## config.mk

```make
export PLATFORM = sky130hd
export DESIGN_NAME = display_scan_ctrl
export DESIGN_NICKNAME = d
export VERILOG_FILES = /design/src/rtl/display_pkg.sv /design/src/rtl/display_scan_timer.sv /design/src/rtl/display_scan_ctrl.sv
export SDC_FILE = /design/constraint.sdc
export NUM_CORES = 1
export LEC_CHECK = 0
export ABC_AREA = 1
export CAP_MARGIN = 20
export CORE_MARGIN = 4
export CORE_UTILIZATION = 40
export DETAILED_ROUTE_END_ITERATION = 12
export PLACE_DENSITY_LB_ADDON = 0.3
export SYNTH_ARGS = -nofsm -noshare
export SYNTH_HDL_FRONTEND = slang
export SYNTH_HIERARCHICAL = 1
export SYNTH_SLANG_ARGS = --single-unit
export TNS_END_PERCENT = 20
```

## constraint.sdc

```tcl
create_clock -name clk -period 2.9 [get_ports clk]
set_input_delay 0.87 -clock clk [delete_from_list [all_inputs] [get_ports clk]]
set_output_delay 0.87 -clock clk [all_outputs]
set_load 0.005 [all_outputs]
```

## src/rtl/display_pkg.sv

```systemverilog
// Shared constants and helpers for the seven-segment scan controller.
// lzb_mask works on a fixed-width padded digit vector; callers pass the live digit count.
package display_pkg;

  localparam int DEF_NUM_DIGITS = 8;
  localparam int BCD_W          = 4;
  localparam int MAX_DIGITS     = 16;

  // Inactive levels of the active-low anode and decimal-point drives
  localparam logic ANODE_OFF = 1'b1;
  localparam logic DP_OFF    = 1'b1;

  // Digit i is blanked when it and every digit above it is zero; digit 0 always shows.
  function automatic logic [MAX_DIGITS-1:0] lzb_mask(
    input logic [BCD_W*MAX_DIGITS-1:0] digits,
    input int                          n
  );
    logic [MAX_DIGITS-1:0] blank;
    logic                  all_zero;
    blank    = '0;
    all_zero = 1'b1;
    for (int i = MAX_DIGITS - 1; i >= 0; i--) begin
      if (i < n) begin
        all_zero = all_zero & (digits[i*BCD_W +: BCD_W] == '0);
        blank[i] = all_zero && (i != 0);
      end
    end
    return blank;
  endfunction

endpackage

```

## src/rtl/display_scan_timer.sv

```systemverilog
// Prescaler and digit-slot counter. Emits frame_start on the cycle the shadow
// registers must latch: the last slot's wrap, and the first cycle out of reset.
module display_scan_timer #(
  parameter int NUM_DIGITS = 8,
  parameter int SCAN_DIV   = 50000,
  parameter int PRE_W      = $clog2(SCAN_DIV),
  parameter int SLOT_W     = (NUM_DIGITS > 1) ? $clog2(NUM_DIGITS) : 1
) (
  input  logic              clk,
  input  logic              reset,
  output logic [PRE_W-1:0]  o_pre,
  output logic [SLOT_W-1:0] o_slot,
  output logic              o_frame_start
);

  localparam logic [PRE_W-1:0]  PRE_LAST  = PRE_W'(SCAN_DIV - 1);
  localparam logic [SLOT_W-1:0] SLOT_LAST = SLOT_W'(NUM_DIGITS - 1);

  logic [PRE_W-1:0]  r_pre;
  logic [SLOT_W-1:0] r_slot;
  logic              r_first;
  logic              w_slot_adv;

  // The counters hold at slot 0 / pre 0 during the post-reset latch cycle so the
  // first displayed slot-0 cycle already uses freshly captured shadow values.
  assign w_slot_adv    = !r_first && (r_pre == PRE_LAST);
  assign o_frame_start = r_first || (w_slot_adv && (r_slot == SLOT_LAST));
  assign o_pre         = r_pre;
  assign o_slot        = r_slot;

  always_ff @(posedge clk) begin
    if (reset) begin
      r_pre   <= '0;
      r_slot  <= '0;
      r_first <= 1'b1;
    end else begin
      r_first <= 1'b0;
      if (w_slot_adv) begin
        r_pre  <= '0;
        r_slot <= (r_slot == SLOT_LAST) ? '0 : r_slot + 1'b1;
      end else if (!r_first) begin
        r_pre <= r_pre + 1'b1;
      end
    end
  end

endmodule

```

## src/rtl/display_scan_ctrl.sv

```systemverilog
// Time-multiplexed 7-segment scan controller: frame-latched shadow config,
// per-digit enable, PWM brightness, guard time and leading-zero blanking.
module display_scan_ctrl
  import display_pkg::*;
#(
  parameter int NUM_DIGITS = DEF_NUM_DIGITS,
  parameter int SCAN_DIV   = 50000,
  parameter int GUARD      = 16,
  parameter int BRIGHT_W   = 4
) (
  input  logic                          clk,
  input  logic                          reset,
  input  logic [BCD_W*NUM_DIGITS-1:0]   digits_i,
  input  logic [NUM_DIGITS-1:0]         dp_i,
  input  logic [NUM_DIGITS-1:0]         en_i,
  input  logic [BRIGHT_W-1:0]           bright_i,
  input  logic                          lzb_i,
  output logic [NUM_DIGITS-1:0]         anode_o,
  output logic [BCD_W-1:0]              bcd_o,
  output logic                          dp_o,
  output logic                          frame_tick_o
);

  localparam int PRE_W  = $clog2(SCAN_DIV);
  localparam int SLOT_W = (NUM_DIGITS > 1) ? $clog2(NUM_DIGITS) : 1;
  localparam logic [PRE_W-1:0] GUARD_P = PRE_W'(GUARD);

  logic [PRE_W-1:0]              w_pre;
  logic [SLOT_W-1:0]             w_slot;
  logic                          w_frame_start;

  logic [BCD_W*NUM_DIGITS-1:0]   r_sh_digits;
  logic [NUM_DIGITS-1:0]         r_sh_dp;
  logic [NUM_DIGITS-1:0]         r_sh_en;
  logic [NUM_DIGITS-1:0]         r_sh_blank;
  logic [BRIGHT_W-1:0]           r_sh_bright;
  logic [BRIGHT_W-1:0]           r_pwm;
  logic                          r_frame_arm;

  logic [NUM_DIGITS-1:0]         r_anode;
  logic [BCD_W-1:0]              r_bcd;
  logic                          r_dp;
  logic                          r_tick;

  logic [BCD_W*MAX_DIGITS-1:0]   w_dig_pad;
  logic [NUM_DIGITS-1:0]         w_blank_next;
  logic                          w_lit;
  logic [NUM_DIGITS-1:0]         w_anode_next;

  display_scan_timer #(
    .NUM_DIGITS (NUM_DIGITS),
    .SCAN_DIV   (SCAN_DIV),
    .PRE_W      (PRE_W),
    .SLOT_W     (SLOT_W)
  ) u_timer (
    .clk           (clk),
    .reset         (reset),
    .o_pre         (w_pre),
    .o_slot        (w_slot),
    .o_frame_start (w_frame_start)
  );

  assign w_dig_pad    = (BCD_W*MAX_DIGITS)'(digits_i);
  assign w_blank_next = lzb_i ? NUM_DIGITS'(lzb_mask(w_dig_pad, NUM_DIGITS)) : '0;

  always_comb begin
    w_lit = (w_pre >= GUARD_P) && r_sh_en[w_slot] && !r_sh_blank[w_slot]
            && (r_pwm <= r_sh_bright);
    w_anode_next = {NUM_DIGITS{ANODE_OFF}};
    if (w_lit) begin
      w_anode_next[w_slot] = ~ANODE_OFF;
    end
  end

  // r_frame_arm marks the first slot-0 state of a frame; its registered copy is the tick,
  // so the tick lines up with the first slot-0 output cycle.
  always_ff @(posedge clk) begin
    if (reset) begin
      r_sh_digits <= '0;
      r_sh_dp     <= '0;
      r_sh_en     <= '0;
      r_sh_blank  <= '0;
      r_sh_bright <= '0;
      r_pwm       <= '0;
      r_frame_arm <= 1'b0;
      r_anode     <= {NUM_DIGITS{ANODE_OFF}};
      r_bcd       <= '0;
      r_dp        <= DP_OFF;
      r_tick      <= 1'b0;
    end else begin
      r_pwm       <= r_pwm + 1'b1;
      r_frame_arm <= w_frame_start;
      if (w_frame_start) begin
        r_sh_digits <= digits_i;
        r_sh_dp     <= dp_i;
        r_sh_en     <= en_i;
        r_sh_blank  <= w_blank_next;
        r_sh_bright <= bright_i;
      end
      r_anode <= w_anode_next;
      r_bcd   <= r_sh_digits[w_slot*BCD_W +: BCD_W];
      r_dp    <= w_lit ? ~r_sh_dp[w_slot] : DP_OFF;
      r_tick  <= r_frame_arm;
    end
  end

  assign anode_o      = r_anode;
  assign bcd_o        = r_bcd;
  assign dp_o         = r_dp;
  assign frame_tick_o = r_tick;

endmodule
```

==> impl_metrics.json <==
{
  "status": "finished clean",
  "endpoint_kind": "flop",
  "die_x_um": 113,
  "drt_wl_total_um": 10900,
  "grt_max_degree": 54,
  "pwr_density_cell_nw_per_um2": 503,
  "synth_ff_type": "dfxtp_1",
  "use_met2_pct": 28.9,
  "utilization_pct": 50.0,
  "start_util_pct": 40.8,
  "start_kind": "flop",
  "synth_area_um2": 4400,
  "io_buffers": 68,
  "route.detailed.drc": 0,
  "synth_edf_count": 0,
  "grt_pass1_wl_um": 18200,
  "cts.clk_slew.worst_paths_ns": 0.11,
  "synth_warnings": 6,
  "r2r_start": "u_timer/o_pre[0]$_SDFFE_PP0N_",
  "setup_viol": 0,
  "drtIter0Drc": 287,
  "num_io_pins": 69,
  "clock_skew_ns": 0.0187,
  "crit_fanout": 41,
  "yosysTopAreaCell": "dfxtp_1",
  "min_period_ns": 2.25,
  "ant_nets": 0,
  "gr-usage-all-layers_pct": 17.5,
  "dr.pass1.iters": 5,
  "fin_nets": 736,
  "dp_hpwl_um": 7910,
  "pre_cts_ws_ns": 0.651,
  "cp.required_ns": 3.20,
  "vias": 4012,
  "layoutNonFillerInstCount": 818,
  "synth_most_common_cell": "nor2_1",
  "first_global_vias": 3930,
  "syn_nets": 678,
  "place.gp.congestion": 0.859,
  "final_hold_viol_count": 0,
  "avgSynthCellArea_um2": 7.15,
  "clock-root-buffer": "clkbuf_8",
  "finalCritPeriodShare_pct": 77.6,
  "dp_cells": 802,
  "tightest_slew_ns": 0.535,
  "diodes": 0,
  "p_leak_uw": 0.00216,
  "clock_sinks": 98,
  "ctsHoldBuffers": 0,
  "fillCellCount": 1071,
  "startpoint": "u_timer/o_pre[0]$_SDFFE_PP0N_",
  "postCtsSetupRepairBufs": 0,
  "cts_tree": "yes",
  "cts_made_buffers": 9,
  "fmax_mhz": 444,
  "antenna_found_initial": 0,
  "final.setup.tns_ns": 0,
  "grt-busiest-layer": "met2",
  "yosys-top-cells-area": "dfxtp_1, nor2_1, nand2_1, o21ai_0, a21oi_1",
  "fin_ws_ns": 0.650,
  "cts_buffer_depth": 2,
  "dieHeight_um": 113,
  "core_um2": 10800,
  "worstSkewPairLatency_ns": 0.37,
  "cp.arrival_ns": 2.55,
  "met3_usage_pct": 3.53,
  "hp-class": "reg -> reg",
  "synthCells": 615,
  "yosys-top-cells-count": "nor2_1, nand2_1, dfxtp_1",
  "synthArstFlopShare_pct": 0,
  "use_met1_pct": 22.9,
  "seq_area_frac_synth_pct": 44.6,
  "synth_top_area_share_pct": 44.6,
  "critPathKind": "reg -> reg",
  "slew_violations": 0,
  "grt_overflow": 0,
  "yosysUniqueCellTypes": 29,
  "rsz0062_at_grt": "false",
  "post_cts_resized": 0,
  "viasPerCell": 4.90,
  "syn_to_final_growth_pct": 22.7,
  "rows": 38,
  "wl_per_cell_um": 13.3,
  "final_layout_size_suffix_gt1_share_pct": 7.08,
  "slew_headroom_pct": 64.0,
  "min-delay-start": "r_frame_arm$_SDFF_PP0_",
  "vdd_drop_max_mv": 0.261,
  "htree_levels": 3,
  "yosys_register_bits": 98,
  "cap_violations": 0,
  "die-area_um2": 12700
}
layout make-up:
| class | count | area (um2) | share of cell area, % |
|---|---|---|---|
| timing repair buffer | 75 | 746 | 13.8 |
| sequential | 98 | 1960 | 36.3 |
| clock buffer | 9 | 124 | 2.29 |
| clock inverter | 7 | 105 | 1.95 |
| multi-input combinational | 433 | 2080 | 38.5 |
| tap | 140 | 175 | 3.24 |
| inverter | 56 | 210 | 3.89 |
cells in the final DEF, fill, tap and decap left out, drive strengths merged:
master	netlist	final
clkbuf	20	9
o21bai	4	4
bufinv	0	2
inv	56	60
xnor2	3	3
xor2	7	7
ha	8	8
nor3	3	3
a21oi	46	46
dfxtp	98	98
clkdlybuf4s50	0	68
and2	3	3
buf	8	7
nor4	2	2
nor2	133	133
o21ai	74	74
nand4	7	7
nand2	113	113
clkinvlp	0	1
nand3	30	30
metrics by stage:
step | hold slack (ns) | area (um2) | power [uW]
global route | 0.452 | 5400 | 2830
CTS | 0.424 | 5400 | 2740
detailed placement | 0.411 | 5170 | 1740
floorplan | 0.388 | 4400 | 1600
finish | 0.421 | 5400 | 2710
global placement | 0.409 | 5170 | 1730
critical path, cell delays in order (launching register included):
cell     delay (ns)
dfxtp_1        0.39
ha_1           0.18
nand3_1        0.13
inv_1          0.14
nand3_1        0.18
o21ai_2        0.25
buf_12         0.22
nand2_1        0.07
nor2_1         0.14
nand2_1        0.06
nor2_1         0.16
nand3_1        0.09
a21oi_1        0.15
cells by family (layout without fill, tap and decap cells):
| family | after synthesis | after routing | share of synthesized area, % |
|---|---|---|---|
| xor+xnor | 10 | 10 | 1.99 |
| simple gates | 291 | 291 | 28.5 |
| compound gates | 124 | 124 | 14.3 |
| flops | 98 | 98 | 44.6 |
| buf+inv | 84 | 147 | 8.28 |
| fa+ha+maj | 8 | 8 | 2.28 |
metal layers:
metal,share of wire (%),up-vias
li1,-,2079
met1,48,1827
met2,46,88
met3,3.8,18
met4,2.0,0
met5,0,-
where the power goes:
group          leakage, uW  internal, uW  total, uW  switching (uW)
registers         0.000806          1410       1440            30.7
logic              0.00124           133        270             138
clock network     0.000113           501       1010             505
flip-flops by register name, summed over array words and instances (netlist names), 3 cells and up:
register        count
r_sh_digits        32
u_timer/o_pre      16
anode_o             8
r_sh_dp             8
r_sh_en             8
r_sh_blank          7
bcd_o               4
r_pwm               4
r_sh_bright         4
u_timer/o_slot      3
worst paths after layout:
check / to / cells past startpoint / slack, ns
max: r_sh_blank[1]$_SDFFE_PP0P_ / 12 / 0.65
min: frame_tick_o$_SDFF_PP0_ / 2 / 0.42
max reg2reg: r_sh_blank[1]$_SDFFE_PP0P_ / 12 / 0.65
min reg2reg: frame_tick_o$_SDFF_PP0_ / 2 / 0.42
(Power assumes the default switching activity.)
